## config.mk

```make
export PLATFORM = sky130hd
export DESIGN_NAME = multi_join_fifo_flat
export DESIGN_NICKNAME = d
export VERILOG_FILES = /design/src/rtl/multi_join_fifo_if.sv /design/src/rtl/multi_join_fifo.sv /design/src/flat_wrapper.sv
export SDC_FILE = /design/constraint.sdc
export NUM_CORES = 1
export LEC_CHECK = 0
export CAP_MARGIN = 20
export CORE_MARGIN = 2
export CORE_UTILIZATION = 55
export CTS_BUF_LIST = sky130_fd_sc_hd__clkbuf_8
export DETAILED_ROUTE_END_ITERATION = 12
export PLACE_DENSITY = 0.83
export SLEW_MARGIN = 20
export SYNTH_ARGS = -nofsm -noshare
export SYNTH_HDL_FRONTEND = slang
export SYNTH_SLANG_ARGS = --single-unit
```

## constraint.sdc

```tcl
create_clock -name clk_i -period 2.6 [get_ports clk_i]
set_input_delay 0.39 -clock clk_i [delete_from_list [all_inputs] [get_ports clk_i]]
set_output_delay 0.39 -clock clk_i [all_outputs]
set_load 0.02 [all_outputs]
```

## src/rtl/multi_join_fifo_if.sv

```systemverilog
// Handshake bundle for multi_join_fifo.
// Carries per-lane producer signals, the consumer row handshake and the status outputs.
interface multi_join_fifo_if #(
  parameter int unsigned NumFifo   = 2,
  parameter int unsigned DataWidth = 32,
  parameter int unsigned Depth     = 8,
  parameter type         dtype     = logic [DataWidth-1:0],
  parameter int unsigned AddrDepth = (Depth > 1) ? $clog2(Depth) : 1
) ();

  dtype [NumFifo-1:0] data_i;
  logic [NumFifo-1:0] valid_i;
  logic [NumFifo-1:0] ready_o;
  dtype [NumFifo-1:0] data_o;
  logic               valid_o;
  logic               ready_i;
  logic               full_o;
  logic               empty_o;
  logic [AddrDepth:0] usage_o;

  modport slave (
    input  data_i,
    input  valid_i,
    output ready_o,
    output data_o,
    output valid_o,
    input  ready_i,
    output full_o,
    output empty_o,
    output usage_o
  );

  modport master (
    output data_i,
    output valid_i,
    input  ready_o,
    input  data_o,
    input  valid_o,
    output ready_i,
    input  full_o,
    input  empty_o,
    input  usage_o
  );

endinterface

```

## src/rtl/multi_join_fifo.sv

```systemverilog
// Multi-lane join FIFO: lanes push independently, complete rows pop as one word.
// Ports: clk_i, rst_ni, flush_i plus bus (slave) carrying lane and row handshakes.
module multi_join_fifo #(
  parameter int unsigned NumFifo   = 2,
  parameter int unsigned DataWidth = 32,
  parameter int unsigned Depth     = 8,
  parameter type         dtype     = logic [DataWidth-1:0],
  parameter int unsigned AddrDepth = (Depth > 1) ? $clog2(Depth) : 1
) (
  input  logic             clk_i,
  input  logic             rst_ni,
  input  logic             flush_i,
  multi_join_fifo_if.slave bus
);

  typedef logic [AddrDepth:0]   cnt_t;
  typedef logic [AddrDepth-1:0] idx_t;

  localparam cnt_t DepthC = cnt_t'(Depth);
  localparam cnt_t LastC  = cnt_t'(Depth - 1);

  dtype [NumFifo-1:0] mem_q [Depth];
  dtype [NumFifo-1:0] mem_d [Depth];
  cnt_t [NumFifo-1:0] wp_q, wp_d;
  cnt_t [NumFifo-1:0] cnt_q, cnt_d;
  cnt_t               rp_q, rp_d;

  logic [NumFifo-1:0] ready;
  logic [NumFifo-1:0] push;
  logic               valid;
  logic               full;
  logic               pop;
  cnt_t               usage;

  // Status is derived from registered counts only.
  always_comb begin
    ready = '0;
    valid = 1'b1;
    full  = 1'b0;
    usage = DepthC;
    for (int i = 0; i < NumFifo; i++) begin
      ready[i] = (cnt_q[i] != DepthC);
      valid    = valid & (cnt_q[i] != '0);
      full     = full | (cnt_q[i] == DepthC);
      if (cnt_q[i] < usage) usage = cnt_q[i];
    end
  end

  assign push = bus.valid_i & ready;
  assign pop  = valid & bus.ready_i;

  always_comb begin
    mem_d = mem_q;
    wp_d  = wp_q;
    cnt_d = cnt_q;
    rp_d  = rp_q;
    if (flush_i) begin
      wp_d  = '0;
      cnt_d = '0;
      rp_d  = '0;
    end else begin
      for (int i = 0; i < NumFifo; i++) begin
        if (push[i]) begin
          mem_d[idx_t'(wp_q[i])][i] = bus.data_i[i];
          wp_d[i] = (wp_q[i] == LastC) ? '0 : wp_q[i] + cnt_t'(1);
        end
        cnt_d[i] = cnt_q[i] + cnt_t'(push[i]) - cnt_t'(pop);
      end
      if (pop) rp_d = (rp_q == LastC) ? '0 : rp_q + cnt_t'(1);
    end
  end

  always_ff @(posedge clk_i or negedge rst_ni) begin
    if (!rst_ni) begin
      for (int k = 0; k < Depth; k++) mem_q[k] <= '0;
      wp_q  <= '0;
      cnt_q <= '0;
      rp_q  <= '0;
    end else begin
      mem_q <= mem_d;
      wp_q  <= wp_d;
      cnt_q <= cnt_d;
      rp_q  <= rp_d;
    end
  end

  assign bus.ready_o = ready;
  assign bus.valid_o = valid;
  assign bus.empty_o = ~valid;
  assign bus.full_o  = full;
  assign bus.usage_o = usage;
  assign bus.data_o  = mem_q[idx_t'(rp_q)];

endmodule

```

## src/flat_wrapper.sv

```systemverilog
// flat-port wrapper written by rule: the top's interface ports become plain ports
module multi_join_fifo_flat 
#(
  parameter int unsigned NumFifo   = 2,
  parameter int unsigned DataWidth = 32,
  parameter int unsigned Depth     = 8,
  parameter type         dtype     = logic [DataWidth-1:0],
  parameter int unsigned AddrDepth = (Depth > 1) ? $clog2(Depth) : 1
)
  (clk_i, rst_ni, flush_i, bus_data_i, bus_valid_i, bus_ready_o, bus_data_o, bus_valid_o, bus_ready_i, bus_full_o, bus_empty_o, bus_usage_o);
  multi_join_fifo_if #(.NumFifo(NumFifo), .DataWidth(DataWidth), .Depth(Depth), .dtype(dtype), .AddrDepth(AddrDepth)) bus_i ();
  input  logic clk_i;
  input  logic rst_ni;
  input  logic flush_i;
  input wire logic [$bits(bus_i.data_i)-1:0] bus_data_i;
  input wire logic [$bits(bus_i.valid_i)-1:0] bus_valid_i;
  output wire logic [$bits(bus_i.ready_o)-1:0] bus_ready_o;
  output wire logic [$bits(bus_i.data_o)-1:0] bus_data_o;
  output wire logic [$bits(bus_i.valid_o)-1:0] bus_valid_o;
  input wire logic [$bits(bus_i.ready_i)-1:0] bus_ready_i;
  output wire logic [$bits(bus_i.full_o)-1:0] bus_full_o;
  output wire logic [$bits(bus_i.empty_o)-1:0] bus_empty_o;
  output wire logic [$bits(bus_i.usage_o)-1:0] bus_usage_o;
  assign bus_i.data_i = bus_data_i;
  assign bus_i.valid_i = bus_valid_i;
  assign bus_ready_o = bus_i.ready_o;
  assign bus_data_o = bus_i.data_o;
  assign bus_valid_o = bus_i.valid_o;
  assign bus_i.ready_i = bus_ready_i;
  assign bus_full_o = bus_i.full_o;
  assign bus_empty_o = bus_i.empty_o;
  assign bus_usage_o = bus_i.usage_o;
  multi_join_fifo #(.NumFifo(NumFifo), .DataWidth(DataWidth), .Depth(Depth), .dtype(dtype), .AddrDepth(AddrDepth)) u_core (.clk_i(clk_i), .rst_ni(rst_ni), .flush_i(flush_i), .bus(bus_i));
endmodule
```

Yosys cells after proc, flatten, opt, wreduce, memory -nomap -nowiden
Index checks and enable logic that the tools add are counted.

cells by class
  bitwise operators = 8
  multiplexer cells = 23
  equality and inequality tests = 7
  order comparisons = 7
  reduce and logical (&&, ||, !) cells = 7
  add/subtract/negate cells = 7

operator list
  kind                                                count
  2-to-1 mux 512 bit                                  3
  bitwise mux 512 bit                                 2
  demux 64 bit (select 3 bit)                         2
  binary-select mux 64 bit (select 3 bit)             1
  2-to-1 mux 64 bit                                   3
  2-to-1 mux 4 bit                                    9
  2-to-1 mux 32 bit                                   1
  2-to-1 mux 8 bit                                    2
  adder 4 x 1 -> 4 bit, second input constant         3
  == test 4 x 3 -> 1 bit, second input constant       3
  >= comparator 4 bit, second input constant          3
  NOT 3 -> 4 bit                                      3
  adder 4 x 1 -> 4 bit                                2
  == test 4 bit, second input constant                2
  < comparator 4 x 1 -> 1 bit, second input constant  2
  inequality test 4 bit, second input constant        2
  nonzero test 4 bit                                  2
  subtractor 4 x 1 -> 4 bit                           2
  nonzero test 2 bit                                  3
  < comparator 4 bit                                  1
  < comparator 4 bit, second input constant           1
  bitwise AND 1 bit                                   2
  bitwise AND 2 bit                                   1
  logical AND 1 bit                                   2
  2 further kinds                                     2

storage, ports and cells
  input bits = 70
  bits in registers = 532
  output and inout bits = 73
  logic and storage cells = 80

Longest topological paths before layout
Gate-level depths: netlist (run 1).

  word-level depth = 10
  gate-level depth with buffers = 10
  mapped depth without buffers = 10

Worst setup path after synthesis (run 1)
No wires, ideal clock.

  path kind = reg-to-reg
  start point = register u_core.cnt_q[3] (netlist name)
  end point = register u_core.cnt_q[3] (netlist name)
  path buffers = 0
  data arrival time = 2,434 ps
  clock period less this slack = 2,559 ps
  path slack = 41 ps
  cell stages (with the launch flop) = 11
  library setup time = 125 ps
  data required time = 2,475 ps
  cell sequence = dfrtp_1 > inv_1 > ha_1 > nor3b_1 > nor3_1 > ha_1 > inv_1 > ha_1 > a21o_1 > a21oi_1 > mux2_2

RTL lines
  element                 RTL line               text
  from (decl)             multi_join_fifo.sv:25  cnt_t [NumFifo-1:0] cnt_q, cnt_d;
  from (signal assigned)  multi_join_fifo.sv:82  cnt_q <= cnt_d;

Worst setup path in the final report (run 1)
  start point = register u_core.rp_q[0]
  end point = output port bus_data_o[8]

on the way
  cells in the longest elaborated chain, start to end = 4

RTL lines
  element                                               RTL line               text
  from (decl)                                           multi_join_fifo.sv:26  cnt_t rp_q, rp_d;
  from (signal assigned)                                multi_join_fifo.sv:83  rp_q <= rp_d;
  NOT 3 -> 4 bit (implied by the code)                  multi_join_fifo.sv:92  assign bus.data_o = mem_q[idx_t'(rp_q)];
  binary-select mux 64 bit (select 3 bit)               multi_join_fifo.sv:92
  2-to-1 mux 64 bit (implied by the code) (2 in a row)  multi_join_fifo.sv:92
  to (decl)                                             flat_wrapper.sv:18     output wire logic [$bits(bus_i.data_o)-1:0] bus_data_o;

No other way between the ends. The select of a mux whose other input is x is not followed.

==> metrics.yaml, run 1 <==
power:
  p_int_mw: 21.37
  p_leak_nw: 14.33
  power_frac_comb_pct: 39.1
  powerDensity_nw_per_um2: 1014
  switching_power_mw: 9.366
  ir_drop_v: 0.0007409
  seqPwrFrac_pct: 37.2
  switching_share_pct: 30.48
  clkPwrFrac_pct: 23.7
synth:
  synth_area_um2: 24780
  synth-edff-count: 0
  yosysSeqAreaShare_pct: 53.73
  ys_warn_count: 0
  postSynthAreaPerCell_um2: 16.71
  ys.flop_type: "dfrtp_1"
  synthTopCellsByArea: "dfrtp_1 54%, mux2_2 20%, mux4_2 12%"
  synth_top_area_share_pct: 53.73
  synthDistinctLibCells: 46
  syn_inst: 1483
  synth_nets: 1574
  yosysTopAreaCell: "dfrtp_1"
  ys_ff_latch: 532
  async_flop_share_pct: 100.0
sta:
  layout_setup_ws_ns: -0.2929
  setup-tns-final_ns: -15.20
  fin_skew_ns: 0.04257
  rsz0062_at_grt: "true"
  layout_min_cycle_time_ns: 2.893
  slew_violations: 0
  setup_viol: 67
  hold_viol_final: 0
  fmax_ghz: 0.3457
  worst_slew_pin_slew_ns: 0.5956
  period_share_pct: 111.3
  slew_headroom_pct: 60.29
worst_setup_path:
  path_delay_family: "multiplexers"
  slowest_delay_ns: 0.49
  r2r_start: "u_core.cnt_q[3]"
  r2r-end: "u_core.cnt_q[3]"
  cp-end-kind: "output pin"
  path_max_fanout: 7
  crit_arrival_ns: 2.50
  worstPathCellList: "buf_12, buf_12, buf_6, mux4_2, mux2_4, buf_6"
  critPathBufInv: 4
  reg2reg_depth: 12
  crit_type: "register to output pin"
  cp-start-kind: "register"
  cp.required_ns: 2.21
  rrSetupSlack_ns: 0.07
  slowest_stage: "mux4_2"
floorplanning:
  io_pins: 143
  fp.dieArea_um2: 46760
  die_h_um: 216.2
  die_w_um: 216.2
  core_area_um2: 44320
  initial_core_util_pct: 55.91
  rows: 77
place:
  numPortBuffers: 142
  place_area_um2: 27840
  gp_congestion: 0.7978
  post-place-ws_ns: -0.01524
  hpwl_um: 33340
clock_tree:
  cts.sinks: 532
  numCtsBuffers: 88
  cts_tree: "built"
  clockRootBuffer: "clkbuf_8"
  clock_latency_ns: 0.68
  htree_levels: 3
  clock_path_buffers: 3
  clk_pin_slew_ns: 0.06
global_routing:
  grt_util_all_layers_pct: 24.39
  grt_max_degree: 65
  overflow: 0
  grt_pass1_vias: 15700
  antenna_found_initial: 2
  grt_pass1_wl_um: 88820
detailed_routing:
  vias: 14100
  wl_um: 55810
  remaining_drc_errors: 0
  dr.first_iter.drc_count: 856
  vias_per_cell: 5.847
  postRouteAntennaNets: 0
  wl_per_cell_um: 23.15
  firstDrtPassIters: 7
layout:
  layout_commonest_cell: "dfrtp_1"
  final_util_pct: 68.42
  layout-drive-gt1-share_pct: 56.27
  layout_common_cells: "529 x dfrtp_1, 381 x mux2_2, 141 x mux2_4, 128 x mux4_2, 114 x clkbuf_8"
  design_area_um2: 30320
  finalNetCount: 1840
  fillCellCount: 2836
  area_delta_synth_final_pct: 22.38
run:
  maxCapViolations: 0
status:
  status: "finished with violations"
  violations: "setup timing"
min_path:
  hold_class: "input pin to async pin"
state kept, by name (all words and copies together) (netlist names):
signal / cells
u_core.cnt_q: 8
u_core.mem_q: 512
u_core.rp_q: 4
u_core.wp_q: 8
kinds of logic after synthesis:
| group | synth area share [%] |
|---|---|
| compound gates | 0.8383 |
| xor+xnor | 0.07071 |
| fa+ha+maj | 1.121 |
| buf+inv | 2.444 |
| flops | 53.73 |
| mux | 39.47 |
| simple gates | 2.323 |
through the flow:
step / instances / hold slack (ns) / power (mW)
final: 2411 / 0.3014 / 30.73
after global routing: 2411 / 0.3100 / 32.18
after CTS: 2407 / 0.2643 / 30.19
after detailed placement: 2226 / 0.3996 / 22.19
after global placement: 2226 / 0.4090 / 21.78
after floorplan: 1483 / 0.09441 / 17.94
routing by layer:
layer	wire, µm	GRT usage, %
met4	903	6.667
met1	24290	32.99
met5	13	0
met3	2481	5.263
met2	28130	40.30
synth_stat cells, types with 3 or more instances:
cell and count:
nor3_1 4, buf_2 43, dfrtp_1 532, clkbuf_1 24, ha_1 19, mux2i_1 5, buf_4 13, nor2b_1 6
nand3_1 3, mux2_4 90, mux2_1 56, mux4_2 128, o21ai_0 7, nor3b_4 4, mux2_2 432, inv_1 23
a21oi_1 9, a311oi_1 4, nand2_1 11, nor2_1 15, buf_6 9, nor4_2 4
final cells by class:
type	count	area (µm²)	share of cell area [%]
Antenna cell	1	2.502	0.008253
Clock buffer	114	1569	5.175
Clock inverter	45	206.4	0.6809
Inverter	25	96.34	0.3177
Multi-Input combinational cell	835	11220	37.00
Sequential cell	532	13320	43.94
Tap cell	592	740.7	2.443
Timing Repair Buffer	267	3162	10.43
power by group through the flow:
stage               registers (mW)  clock network (mW)  logic [mW]
floorplan                     11.1                   0        6.87
global placement              11.3                   0        10.5
detailed placement            11.5                   0        10.7
CTS                           11.4                7.46        11.3
global route                  11.6                7.83        12.7
finish                        11.4                7.29        12.0
how the worst max path moves through the flow:
| stage | from | end | slack [ns] | cells after the start |
|---|---|---|---|---|
| floorplan | u_core.cnt_q[3] | u_core.cnt_q[3] | 0.04 | 10 |
| global placement | u_core.rp_q[0] | bus_data_o[40] | 0.04 | 5 |
| detailed placement | u_core.cnt_q[3] | u_core.cnt_q[3] | -0.02 | 12 |
| CTS | u_core.rp_q[0] | bus_data_o[20] | -0.38 | 6 |
| global route | u_core.rp_q[0] | bus_data_o[8] | -0.37 | 6 |
| finish | u_core.rp_q[0] | bus_data_o[8] | -0.29 | 6 |
repair_timing:
item,CTS,global route
buffers inserted,14,3
hold buffers,1,0
pin swaps,5,4
endpoints found under the setup margin,76,76
gates resized for setup,421,98
cloned,7,3
hold endpoints to repair,50,0
Power figures use the tool's default switching activity.
==> run 2: changes to the inputs <==
--- a/config.mk
+++ b/config.mk
@@ -9,6 +9,7 @@
 export CORE_MARGIN = 2
 export CORE_UTILIZATION = 55
 export CTS_BUF_LIST = sky130_fd_sc_hd__clkbuf_8
+export CTS_CLUSTER_SIZE = 12
 export DETAILED_ROUTE_END_ITERATION = 12
 export PLACE_DENSITY = 0.83
 export SLEW_MARGIN = 20
==> results of run 2 <==
No change in the layout: final DEF, timing and power equal those of run 1.
